[src/rtl/mux16_pkg.sv]
// Shared types and widths for the mux16 round-robin arbiter slice.
package mux16_pkg;
  localparam int unsigned N_REQ = 16;
  localparam int unsigned SEL_W = 4;

  typedef logic [SEL_W-1:0] sel_t;
  typedef logic [N_REQ-1:0] req_t;

  typedef enum logic {IDLE, GRANT} arb_state_t;
endpackage

[src/rtl/mux16_rr_arbiter_if.sv]
// Request/handshake bundle between requesters, downstream consumer and the arbiter.
interface mux16_rr_arbiter_if;
  import mux16_pkg::*;

  req_t req;
  logic out_ready;
  sel_t select;
  req_t grant;
  logic out_valid;
  logic busy;

  modport slave (
    input  req,
    input  out_ready,
    output select,
    output grant,
    output out_valid,
    output busy
  );

  modport master (
    output req,
    output out_ready,
    input  select,
    input  grant,
    input  out_valid,
    input  busy
  );
endinterface

[src/rtl/mux16_rr_pick.sv]
// Combinational round-robin pick: first set bit of req at or after start, wrapping mod 16.
module mux16_rr_pick
  import mux16_pkg::*;
(
  input  req_t req,
  input  sel_t start,
  output sel_t idx,
  output logic found
);

  logic [2*N_REQ-2:0] dbl;
  req_t               rot;
  sel_t               off;

  // Rotate by start through a doubled vector, then find the lowest set bit
  always_comb begin
    dbl = {req[N_REQ-2:0], req};
    rot = dbl[start +: N_REQ];
    off = '0;
    for (int i = N_REQ - 1; i >= 0; i--) begin
      if (rot[i]) off = SEL_W'(i);
    end
  end

  assign idx   = start + off;
  assign found = |req;

endmodule

[src/rtl/mux16_rr_arbiter.sv]
// Round-robin arbiter/sequencer for mux16: registered select/grant held until
// the downstream handshake, with bounded back-to-back bursts per grant.
module mux16_rr_arbiter
  import mux16_pkg::*;
#(
  parameter int unsigned MAX_BURST = 4
) (
  input logic               clk,
  input logic               rst,
  mux16_rr_arbiter_if.slave bus
);

  localparam sel_t BURST_LAST = SEL_W'(MAX_BURST - 1);

  arb_state_t state, state_nxt;
  sel_t       ptr, ptr_nxt;
  sel_t       burst_cnt, burst_nxt;
  sel_t       sel_r, sel_nxt;
  req_t       grant_r, grant_nxt;
  logic       valid_r, busy_r;

  req_t masked;
  req_t pick_req;
  sel_t pick_start;
  sel_t pick_idx;
  logic pick_found;
  logic move_on;

  // IDLE searches from ptr; GRANT searches the others starting just past the holder
  assign masked     = bus.req & ~(req_t'(1) << sel_r);
  assign pick_req   = (state == IDLE) ? bus.req : masked;
  assign pick_start = (state == IDLE) ? ptr : sel_r + SEL_W'(1);

  mux16_rr_pick u_pick (
    .req   (pick_req),
    .start (pick_start),
    .idx   (pick_idx),
    .found (pick_found)
  );

  always_ff @(posedge clk or posedge rst) begin
    if (rst) begin
      state     <= IDLE;
      ptr       <= '0;
      burst_cnt <= '0;
      sel_r     <= '0;
      grant_r   <= '0;
      valid_r   <= 1'b0;
      busy_r    <= 1'b0;
    end else begin
      state     <= state_nxt;
      ptr       <= ptr_nxt;
      burst_cnt <= burst_nxt;
      sel_r     <= sel_nxt;
      grant_r   <= grant_nxt;
      valid_r   <= (state_nxt == GRANT);
      busy_r    <= (state_nxt == GRANT);
    end
  end

  always_comb begin
    state_nxt = state;
    ptr_nxt   = ptr;
    burst_nxt = burst_cnt;
    sel_nxt   = sel_r;
    move_on   = 1'b0;

    case (state)
      IDLE: begin
        if (pick_found) begin
          state_nxt = GRANT;
          sel_nxt   = pick_idx;
          burst_nxt = '0;
        end
      end
      GRANT: begin
        // A handshake always counts, even if the holder drops its request this cycle
        if (bus.out_ready) begin
          if (bus.req[sel_r] && (burst_cnt < BURST_LAST)) begin
            burst_nxt = burst_cnt + SEL_W'(1);
          end else begin
            move_on = 1'b1;
          end
        end else if (!bus.req[sel_r]) begin
          move_on = 1'b1;
        end

        if (move_on) begin
          ptr_nxt = sel_r + SEL_W'(1);
          if (pick_found) begin
            sel_nxt   = pick_idx;
            burst_nxt = '0;
          end else begin
            state_nxt = IDLE;
          end
        end
      end
      default: state_nxt = IDLE;
    endcase

    grant_nxt = (state_nxt == GRANT) ? (req_t'(1) << sel_nxt) : '0;
  end

  assign bus.select    = sel_r;
  assign bus.grant     = grant_r;
  assign bus.out_valid = valid_r;
  assign bus.busy      = busy_r;

endmodule

[src/flat_wrapper.sv]
// flat-port wrapper written by rule: the top's interface ports become plain ports
module mux16_rr_arbiter_flat import mux16_pkg::*;
#(
  parameter int unsigned MAX_BURST = 4
)
  (clk, rst, bus_req, bus_out_ready, bus_select, bus_grant, bus_out_valid, bus_busy);
  mux16_rr_arbiter_if bus_i ();
  input logic clk;
  input logic rst;
  input wire logic [$bits(bus_i.req)-1:0] bus_req;
  input wire logic [$bits(bus_i.out_ready)-1:0] bus_out_ready;
  output wire logic [$bits(bus_i.select)-1:0] bus_select;
  output wire logic [$bits(bus_i.grant)-1:0] bus_grant;
  output wire logic [$bits(bus_i.out_valid)-1:0] bus_out_valid;
  output wire logic [$bits(bus_i.busy)-1:0] bus_busy;
  assign bus_i.req = bus_req;
  assign bus_i.out_ready = bus_out_ready;
  assign bus_select = bus_i.select;
  assign bus_grant = bus_i.grant;
  assign bus_out_valid = bus_i.out_valid;
  assign bus_busy = bus_i.busy;
  mux16_rr_arbiter #(.MAX_BURST(MAX_BURST)) u_core (.clk(clk), .rst(rst), .bus(bus_i));
endmodule
[config.mk]
export PLATFORM = sky130hd
export DESIGN_NAME = mux16_rr_arbiter_flat
export DESIGN_NICKNAME = d
export VERILOG_FILES = /design/src/rtl/mux16_pkg.sv /design/src/rtl/mux16_rr_arbiter_if.sv /design/src/rtl/mux16_rr_pick.sv /design/src/rtl/mux16_rr_arbiter.sv /design/src/flat_wrapper.sv
export SDC_FILE = /design/constraint.sdc
export NUM_CORES = 1
export LEC_CHECK = 0
export ABC_AREA = 1
export CAP_MARGIN = 40
export CORE_MARGIN = 3
export CORE_UTILIZATION = 50
export DETAILED_ROUTE_END_ITERATION = 10
export GPL_ROUTABILITY_DRIVEN = 1
export PLACE_DENSITY = 0.78
export SYNTH_ARGS = -nofsm -noshare
export SYNTH_HDL_FRONTEND = slang
export SYNTH_SLANG_ARGS = --single-unit
[constraint.sdc]
create_clock -name clk -period 6.4 [get_ports clk]
set_input_delay 1.28 -clock clk [delete_from_list [all_inputs] [get_ports clk]]
set_output_delay 1.28 -clock clk [all_outputs]
set_load 0.05 [all_outputs]
==> flow_summary_export.csv <==
group,metric,value,unit
final_layout,layout_common_cells,"nand2_1, nand3_1, inv_1, clkdlybuf4s50_1, nor2_1",
final_layout,multiInputGateArea,1890,um2
global_route,grt_pass1_vias,2761,
drt,dr.first_iter.drc_count,196,
timing,period_share,75.0,%
clocking,clk_pin_slew,60,ps
floorplanning,pin_count,41,
drt,wl_per_cell,15.0,um
flow_run,drv_cap,0,
final_layout,drive_gt1_share,12.1,%
timing,fin_crit,4800,ps
worst_hold_path,holdCritPathClass,"reg2reg",
timing,fin_skew,1.97,ps
clocking,cts.sinks,29,
logic_synthesis,synth-edff-count,0,
clocking,cts_max_level,2,
logic_synthesis,ys.flop_type,"dfrtp_1",
critical_path,cpMaxStageDelayCell,"dfrtp_1",
timing,setup_viol,0,
logic_synthesis,syn-instance-count,438,
floorplanning,die_w,82.2,um
drt,vias,3052,
logic_synthesis,avgSynthCellArea,6.63,um2
clocking,cts_root_buf,"clkbuf_8",
logic_synthesis,synthesis.area,2910,um2
timing,max_freq,0.208,GHz
floorplanning,core-area,5570,um2
critical_path,criticalPathCategory,"reg2reg",
timing,tightestPinTransition,817,ps
clocking,insertion_delay,280,ps
clocking,cts_max_path_buffers,2,
placement,place_congestion,0.984,
final_layout,diodes,0,
final_layout,syn2layout_area_growth,18.2,%
critical_path,cpPeakStageDelay,710,ps
global_route,grt.total_usage,25.1,%
drt,vias_per_cell,5.60,
global_route,antenna_found_initial,0,
timing,fin_ws,1600,ps
timing,tns,0,ps
final_layout,nNetsFinal,504,
global_route,grt_overflow_total,0,
floorplanning,die_y,82.2,um
timing,slew_viol_final,0,
timing,rsz0062_at_grt,"false",
logic_synthesis,synth.distinct_cells,45,
critical_path,end_kind,"register",
global_route,grt_pass1_wl,12900,um
timing,finalHoldViolCount,0,
clocking,cts_tree,"built",
floorplanning,start_util,52.1,%
critical_path,cp_max_fo,18,
floorplanning,rows,27,
floorplanning,die-area,6760,um2
drt,dr.pass1.iters,5,
logic_synthesis,yosysWarnings,0,
drt,drc,0,
final_layout,final.fill_count,532,
drt,wl,8170,um
clocking,cts_hold_buf,0,
logic_synthesis,ys_ff_latch,29,
clocking,ctsResizeCount,0,
placement,dp_hpwl,6400,um
critical_path,startpoint_type,"register",
logic_synthesis,syn-num-nets,469,
logic_synthesis,async_flop_share,100,%
final_layout,layout_commonest_cell,"nand2_1",
drt,detail-route-antenna-nets,0,
logic_synthesis,ys_seq_area_share,25.0,%
clocking,post-cts-setup-buffers,0,
placement,port_buffers,40,
run_status,status,"finished, final reports clean",
final_layout,regArea,726,um2
critical_path,worstPathArrival,5000,ps
timing,slew_headroom,45.5,%
clocking,cts_buffers,5,
critical_path,timing.critical_path.mode_cell,"nand2_1",
placement,place_ws,1500,ps
critical_path,critPathRequiredTime,6600,ps
global_route,grt_max_degree,26,
==> registers in the layout (all words and copies together), names as in the netlist <==
| register | cells |
|---|---|
| u_core.bus.select | 4 |
| u_core.ptr | 4 |
| u_core.bus.grant | 16 |
| u_core.burst_cnt | 4 |
| u_core.state | 1 |
==> synth_stat cells, types with 5 or more instances <==
cell	number	area, um2
nand3_2	7	70.1
nand3_1	79	395
ha_1	11	138
nand2_2	9	56.3
o21ai_0	14	70.1
inv_1	40	150
nor2_1	33	124
nand2_1	127	477
o21ai_1	10	50.1
a31oi_1	5	31.3
buf_2	6	30.0
nor2_2	9	56.3
dfrtp_1	29	726
==> critical path, delay by kind of cell (launching register included) <==
| family | cells | cell delay (ps) |
|---|---|---|
| AND/OR/NAND/NOR | 19 | 1460 |
| flip-flops | 1 | 710 |
| adder cells (fa/ha/maj) | 4 | 1160 |
| AO/OA/AOI/OAI | 3 | 1000 |
| buffers and inverters | 3 | 390 |
==> path summary, 6_finish.rpt <==
check	start	end	slack (ps)	cells after the start
setup reg to reg	u_core.bus.select[0]	u_core.bus.grant[14]	1600	29
max in group asynchronous	rst	u_core.burst_cnt[0]	4580	3
hold reg to reg	u_core.ptr[3]	u_core.ptr[3]	480	2
min in group asynchronous	rst	u_core.ptr[1]	1340	2
setup / recovery	u_core.bus.select[0]	u_core.bus.grant[14]	1600	29
hold / removal	u_core.ptr[3]	u_core.ptr[3]	480	2
==> through the flow <==
step           cell area [um2]  utilization (%)  cells  hold slack, ps
3_5_place_dp              3330             59.7    538             470
2_1_floorplan             2910                -    438             442
5_1_grt                   3430             61.6    545             496
3_3_place_gp              3300             59.2    537             458
6_report                  3430             61.6    545             482
4_1_cts                   3430             61.6    545             484
==> cell families after synthesis <==
logic type	after synthesis	share of synthesized area [%]
AND/OR/NAND/NOR	277	44.8
buffers and inverters	60	9.82
AO/OA/AOI/OAI	54	13.0
flip-flops	29	25.0
adder cells (fa/ha/maj)	12	5.43
XOR/XNOR	3	0.905
multiplexers	3	1.03
==> area by class of cell <==
class / instances / area share [%]
clock inverter: 2 / 1.02
inverter: 47 / 5.58
clock buffer: 5 / 2.00
tap: 72 / 2.62
sequential: 29 / 21.1
timing repair buffer: 41 / 12.5
multi-input combinational: 349 / 55.2
==> metal layers <==
| metal | vias up | GRT usage [%] | wire (um) |
|---|---|---|---|
| met4 | 0 | 7.48 | 138 |
| met1 | 1415 | 30.4 | 3470 |
| met3 | 15 | 3.80 | 481 |
| met5 | - | 0 | 0 |
| li1 | 1508 | - | - |
| met2 | 114 | 45.6 | 4080 |
Power is not shown: default switching activity piles up to over one toggle a cycle in this logic, so the estimate is an artifact.
